**config.mk**
```make
export PLATFORM = sky130hd
export DESIGN_NAME = booth_seq_mult
export DESIGN_NICKNAME = d
export VERILOG_FILES = /design/src/rtl/booth_seq_mult.sv
export SDC_FILE = /design/constraint.sdc
export NUM_CORES = 1
export LEC_CHECK = 0
export CORE_UTILIZATION = 38
export CTS_CLUSTER_DIAMETER = 120
export DETAILED_ROUTE_END_ITERATION = 6
export GPL_ROUTABILITY_DRIVEN = 0
export PLACE_DENSITY_LB_ADDON = 0.25
export SLEW_MARGIN = 15
export SYNTH_ARGS = -nofsm -noshare
export SYNTH_HDL_FRONTEND = slang
export SYNTH_SLANG_ARGS = --single-unit
```
**constraint.sdc**
```tcl
create_clock -name clk -period 2.5 [get_ports clk]
set_clock_uncertainty 0.2 [all_clocks]
set_input_delay 0.375 -clock clk [delete_from_list [all_inputs] [get_ports clk]]
set_output_delay 0.375 -clock clk [all_outputs]
set_load 0.02 [all_outputs]
```
**src/rtl/booth_seq_mult.sv**
```systemverilog
// Sequential radix-2 Booth multiplier: one Booth step per clock over WIDTH+1 bit
// extended operands, giving an exact product for signed and unsigned operations.
module booth_seq_mult #(
    parameter int WIDTH = 4
) (
    input  logic                 clk,
    input  logic                 rst,
    input  logic                 start,
    input  logic                 tc,
    input  logic [WIDTH-1:0]     a,
    input  logic [WIDTH-1:0]     b,
    output logic                 busy,
    output logic                 done,
    output logic [2*WIDTH-1:0]   product
);

    localparam int E  = WIDTH + 1;
    localparam int CW = $clog2(E + 1);

    typedef enum logic [1:0] {IDLE, CALC, DONE} state_t;

    state_t               state, state_nxt;
    logic signed [E-1:0]  acc, q, m;
    logic                 qm1;
    logic [CW-1:0]        cnt;
    logic                 last_step;

    // One extra bit lets unsigned operands ride the signed Booth datapath unchanged.
    function automatic logic signed [E-1:0] extend(input logic [WIDTH-1:0] v, input logic sgn);
        return $signed({sgn & v[WIDTH-1], v});
    endfunction

    // Add/subtract the multiplicand, then arithmetic-shift {acc,q,q_-1} right by one.
    function automatic logic [2*E:0] booth_step(input logic signed [E-1:0] acc_in,
                                                 input logic signed [E-1:0] q_in,
                                                 input logic signed [E-1:0] m_in,
                                                 input logic qm1_in);
        logic signed [E-1:0] sum;
        case ({q_in[0], qm1_in})
            2'b10:   sum = acc_in - m_in;
            2'b01:   sum = acc_in + m_in;
            default: sum = acc_in;
        endcase
        return {sum[E-1], sum, q_in};
    endfunction

    assign last_step = (cnt == CW'(E - 1));

    always_ff @(posedge clk) begin
        if (rst) state <= IDLE;
        else     state <= state_nxt;
    end

    always_comb begin
        state_nxt = state;
        case (state)
            IDLE:    if (start) state_nxt = CALC;
            CALC:    if (last_step) state_nxt = DONE;
            DONE:    state_nxt = IDLE;
            default: state_nxt = IDLE;
        endcase
    end

    always_comb begin
        busy = 1'b0;
        if (state == CALC) busy = 1'b1;
    end

    always_ff @(posedge clk) begin
        if (rst) begin
            cnt     <= '0;
            done    <= 1'b0;
            product <= '0;
        end else begin
            done <= 1'b0;
            case (state)
                IDLE: if (start) cnt <= '0;
                CALC: cnt <= cnt + CW'(1);
                DONE: begin
                    product <= {acc[WIDTH-2:0], q};
                    done    <= 1'b1;
                end
                default: ;
            endcase
        end
    end

    always_ff @(posedge clk) begin
        case (state)
            IDLE: if (start) begin
                q   <= extend(a, tc);
                m   <= extend(b, tc);
                acc <= '0;
                qm1 <= 1'b0;
            end
            CALC: {acc, q, qm1} <= booth_step(acc, q, m, qm1);
            default: ;
        endcase
    end

endmodule

```
Yosys cells after proc, flatten, opt, wreduce, memory -nomap -nowiden
Cells that the tools add are included.
{"block": "totals", "elab_cells": 39, "inputBits": 12, "output_inout_bits": 10, "reg_bits": 30}
{"block": "op_classes", "addsub": 3, "mux": 14, "n_eq_ne": 7, "n_reduce_logical": 5, "n_bitwise": 2}
{"cell": "one-hot mux 5 bit (2 select lines)", "count": 3}
{"cell": "2-to-1 mux 5 bit", "count": 2}
{"cell": "one-hot mux 3 bit (2 select lines)", "count": 1}
{"cell": "AND reduction 2 bit", "count": 3}
{"cell": "adder 5 bit", "count": 1}
{"cell": "subtractor 5 bit", "count": 1}
{"cell": "== test 2 x 1 -> 1 bit, second input constant", "count": 2}
{"cell": "== test 2 bit, second input constant", "count": 2}
{"cell": "2-to-1 mux 2 bit", "count": 2}
{"cell": "!= test 2 bit, second input constant", "count": 2}
{"cell": "one-hot mux 2 bit (2 select lines)", "count": 1}
{"cell": "adder 3 x 1 -> 3 bit, second input constant", "count": 1}
{"cell": "== test 3 bit, second input constant", "count": 1}
{"cell": "2-to-1 mux 1 bit", "count": 3}
{"cell": "2-to-1 mux 3 bit", "count": 1}
{"cell": "AND 1 bit", "count": 2}
{"cell": "zero test 2 bit", "count": 1}
{"cell": "one-hot mux 1 bit (2 select lines)", "count": 1}
{"cell": "nonzero test 2 bit", "count": 1}

Depth between registers and ports, before layout
{"block": "depth", "depth_word": 3, "ltp_mapped": 9, "mapped_depth_nobuf": 9}

Worst setup path before layout
No wires, ideal clock.
{"block": "synth_timing", "kind": "register to register", "start": "register q[0]", "end": "register acc[3], data pin", "path_buffers": 0, "setup_ns": 0.261, "stages_incl_launch_ff": 9, "period_less_slack_ns": 2.322, "arrival_time_ns": 1.861, "required_ns": 2.039, "slack_ns": 0.178, "path_cell_list": "edfxtp_1 inv_1 ha_1 mux2_2 fa_1 nand3_1 and3b_1 mux2i_1 mux2i_1"}
{"block": "synth_via", "elab_chain_cells": 3, "elab_cells_between_ends": 4, "classes_between": "eq/ne: 2; mux: 2"}
{"item": "start: declaration", "line": "23", "text": "logic signed [E-1:0] acc, q, m;"}
{"item": "start signal: assignment", "line": "91", "text": "q <= extend(a, tc);"}
{"item": "start signal: assignment", "line": "96", "text": "CALC: {acc, q, qm1} <= booth_step(acc, q, m, qm1);"}
{"item": "== test 2 x 1 -> 1 bit / == test 2 bit (equally long branches)", "line": "39", "text": "case ({q_in[0], qm1_in})"}
{"item": "one-hot mux 5 bit (2 select lines) *", "line": "39"}
{"item": "one-hot mux 5 bit (2 select lines) *", "line": "89", "text": "case (state)"}
{"item": "end signal: assignment", "line": "96"}
{"item": "end: declaration", "line": "23"}
Every way passes the cells marked *; elsewhere a longest branch is shown, timed or not.
A chain may end at the register's enable or synchronous reset.

Final worst setup path
{"block": "layout_timing", "start": "register m[0]", "end": "register acc[2], data pin"}
{"block": "layout_via", "elab_chain_cells": 3, "elab_cells_between_ends": 4, "classes_between": "add/sub: 2; mux: 2"}
{"item": "start: declaration", "line": "23"}
{"item": "start signal: assignment", "line": "92", "text": "m <= extend(b, tc);"}
{"item": "adder 5 bit / subtractor 5 bit (equally long branches)", "line": "41, 40"}
{"item": "one-hot mux 5 bit (2 select lines) *", "line": "39"}
{"item": "one-hot mux 5 bit (2 select lines) *", "line": "89"}
Marks and branches as above.

==> impl_metrics.json <==
{
  "detailedRoute.firstIterationViolations": 41,
  "numCtsBuffers": 5,
  "async_flop_share": 0,
  "synth_area_leader_cell": "edfxtp_1",
  "post_cts_hold_buffer_count": 0,
  "tns_ns": 0,
  "clock_tree.root_cell": "clkbuf_8",
  "worstPathCellList": "inv_1 > ha_1 > nor2_1 > xor2_1 > ha_1 > a21o_1 > nor3_1 > o31ai_1 > and2_1",
  "max_cap_violations": 0,
  "grt_pass1_wl_um": 4820,
  "placed_area_um2": 1670,
  "worst_setup_end_kind": "flip-flop",
  "timing.max_slew.rel_slack": 0.621,
  "cpMostUsedCell": "ha_1",
  "clk_pin_slew_worst_paths_ns": 0.06,
  "hold-worst-slack_ns": 0.251,
  "post-dp-hpwl_um": 2040,
  "slowest_delay_ns": 0.39,
  "count_of_state_elements_after_synthesis": 29,
  "syn_area_um2": 1410,
  "synth_area_leaders": "edfxtp_1 (32%), dfxtp_1 (20%), nand2_1 (8.3%)",
  "run_status": "complete, no violations",
  "grt_pass1_vias": 1099,
  "drive_above_1_share": 0.105,
  "fmax_mhz": 424,
  "fillers": 330,
  "finish.instance_area_um2": 1780,
  "routed_wl_um": 2720,
  "num_vias": 1045,
  "numPortBuffers": 21,
  "placed_cells_incl_taps": 209,
  "crit_arrival_ns": 2.20,
  "detail_route.first_pass.iterations": 4,
  "die_x_um": 62.8,
  "power.density_cell_area_nw_per_um2": 658,
  "path_max_fanout": 3,
  "type_of_the_worst_min_delay_path": "flip-flop to flip-flop",
  "drc": 0,
  "multiInputGateArea_um2": 639,
  "post_synth_inst_count": 145,
  "rows": 21,
  "finalCoreUtilization": 0.517,
  "cts.sinks": 29,
  "die_area_um2": 3950,
  "timing.final.crit_period_ns": 2.36,
  "critical_path.startpoint_type": "flip-flop",
  "ys.flop_type": "edfxtp_1",
  "critPathRequiredTime_ns": 2.34,
  "cts_tree": "yes",
  "grtUsageMet3": 0.0566,
  "ys_seq_area_frac": 0.520,
  "grt_util_met2": 0.280,
  "criticalPathCategory": "flip-flop to flip-flop",
  "final-hold-violation-count": 0,
  "area.sequential_um2": 731,
  "die_height_um": 62.8,
  "power.total_mw": 1.17,
  "finalNetCount": 193,
  "global_route.overflow_total": 0,
  "insertedDiodeCount": 0,
  "global_route.peak_usage_layer": "met2",
  "htree_num_levels": 2,
  "grt_start_max_net_pins": 15,
  "irDropWorstVdd_mv": 0.304,
  "fin_crit_sh": 0.943,
  "start_util": 0.408,
  "synthToLayoutAreaGrowth_pct": 26.6,
  "finish.cell_count_without_fillers": 218,
  "synth-edff-count": 15,
  "tightestPinTransition_ns": 0.567,
  "finalMaxSlewViolations": 0,
  "synth_top_cells_by_count": "nand2_1 (31), a21oi_1 (15), edfxtp_1 (15)",
  "rsz_0062_raised_after_global_routing": "yes",
  "ant_nets": 0,
  "wire_per_inst_um": 12.5,
  "max-clock-path-buffers": 2,
  "synth.top_cell.area_share": 0.321,
  "grt.total_usage": 0.163,
  "slowest_stage": "edfxtp_1",
  "route.detailed.vias_per_inst": 4.79,
  "dp_worst_setup_slack_ns": 0.0297,
  "synth.yosys.warnings": 0,
  "grt_antenna_before_repair": 0,
  "fp.coreArea_um2": 3440,
  "regToRegStartpoint": "m[0]$_DFFE_PP_",
  "post_synth.cell_area_avg_um2": 9.69,
  "clk-insertion-delay-late_ns": 0.28,
  "timing.final.ws_setup_ns": 0.141,
  "finalSetupViolations": 0,
  "p_leak_nw": 0.708,
  "synth_nets": 167,
  "global_route.usage.met1": 0.175,
  "ioPinCount": 22,
  "synth.distinct_cells": 30,
  "synth.most_common_cell": "nand2_1",
  "critPathLaunch": "m[0]$_DFFE_PP_",
  "startpoint_of_the_lowest_slack_hold_path": "product[4]$_SDFFE_PP0P_"
}
-- power breakdown --
part           internal [mW]  total (mW)  switching [mW]  leakage [nW]
sequential             0.542       0.568          0.0260         0.263
clock                  0.192       0.373           0.180        0.0482
combinational          0.115       0.231           0.116         0.397
-- flip-flops by register name, summed over array words and instances, names as in the netlist --
signal and cells:
product 8, cnt 3, done 1, qm1 1, acc 4, m 5
q 5, state 2
-- placed cells by master (no fill, tap or decap), types with 2 or more instances in the layout --
cell type,instances
nor2_1,14
inv_1,6
clkdlybuf4s50_1,21
clkinv_2,2
a21oi_1,15
buf_4,4
clkbuf_8,5
nand2_1,31
nand2b_1,3
xor2_1,2
nor3_1,4
mux2i_1,4
and2_1,3
edfxtp_1,15
dfxtp_1,14
nand3_1,2
ha_1,8
o21ai_0,2
-- critical path, delay by kind of cell, from the launching register on --
family | cells | cell delay, ns
flops | 1 | 0.39
xor+xnor | 1 | 0.26
fa+ha+maj | 2 | 0.53
simple gates | 3 | 0.40
compound gates | 2 | 0.29
buf+inv | 1 | 0.06
-- layer usage --
metal  part of all wire  wire, um
met5                  0         0
met4              0.018        48
met3              0.038       104
met2               0.51      1380
met1               0.44      1190
-- path summary, 6_finish.rpt --
path | to | slack, ns | cells after the start
max | acc[2]$_SDFFCE_PN0P_ | 0.14 | 9
min | product[4]$_SDFFE_PP0P_ | 0.25 | 2
min reg2reg | product[4]$_SDFFE_PP0P_ | 0.25 | 2
max reg2reg | acc[2]$_SDFFCE_PN0P_ | 0.14 | 9
-- logic make-up (layout without fill, tap and decap cells) --
| kind of cell | after synthesis | after routing | synth area share |
|---|---|---|---|
| AOI/OAI and AO/OA | 21 | 21 | 0.0855 |
| xor gates and xnor gates | 3 | 3 | 0.0187 |
| and+or+nand+nor | 64 | 64 | 0.209 |
| buffers and inverters | 13 | 40 | 0.0356 |
| DFF | 29 | 29 | 0.520 |
| muxes | 5 | 5 | 0.0365 |
| adders and majority gates | 10 | 10 | 0.0944 |
-- layout make-up --
cell class	count	share of cell area
Timing Repair Buffer	25	0.135
Clock inverter	3	0.00914
Tap cell	46	0.0323
Clock buffer	5	0.0387
Inverter	7	0.0148
Multi-Input combinational cell	103	0.359
Sequential cell	29	0.411
-- what timing repair did --
action                     in CTS  in global routing
gates resized for setup         0                  4
setup buffers                   0                  1
setup endpoints to repair       0                  2
Note: power is estimated with default switching activity, not from simulation.
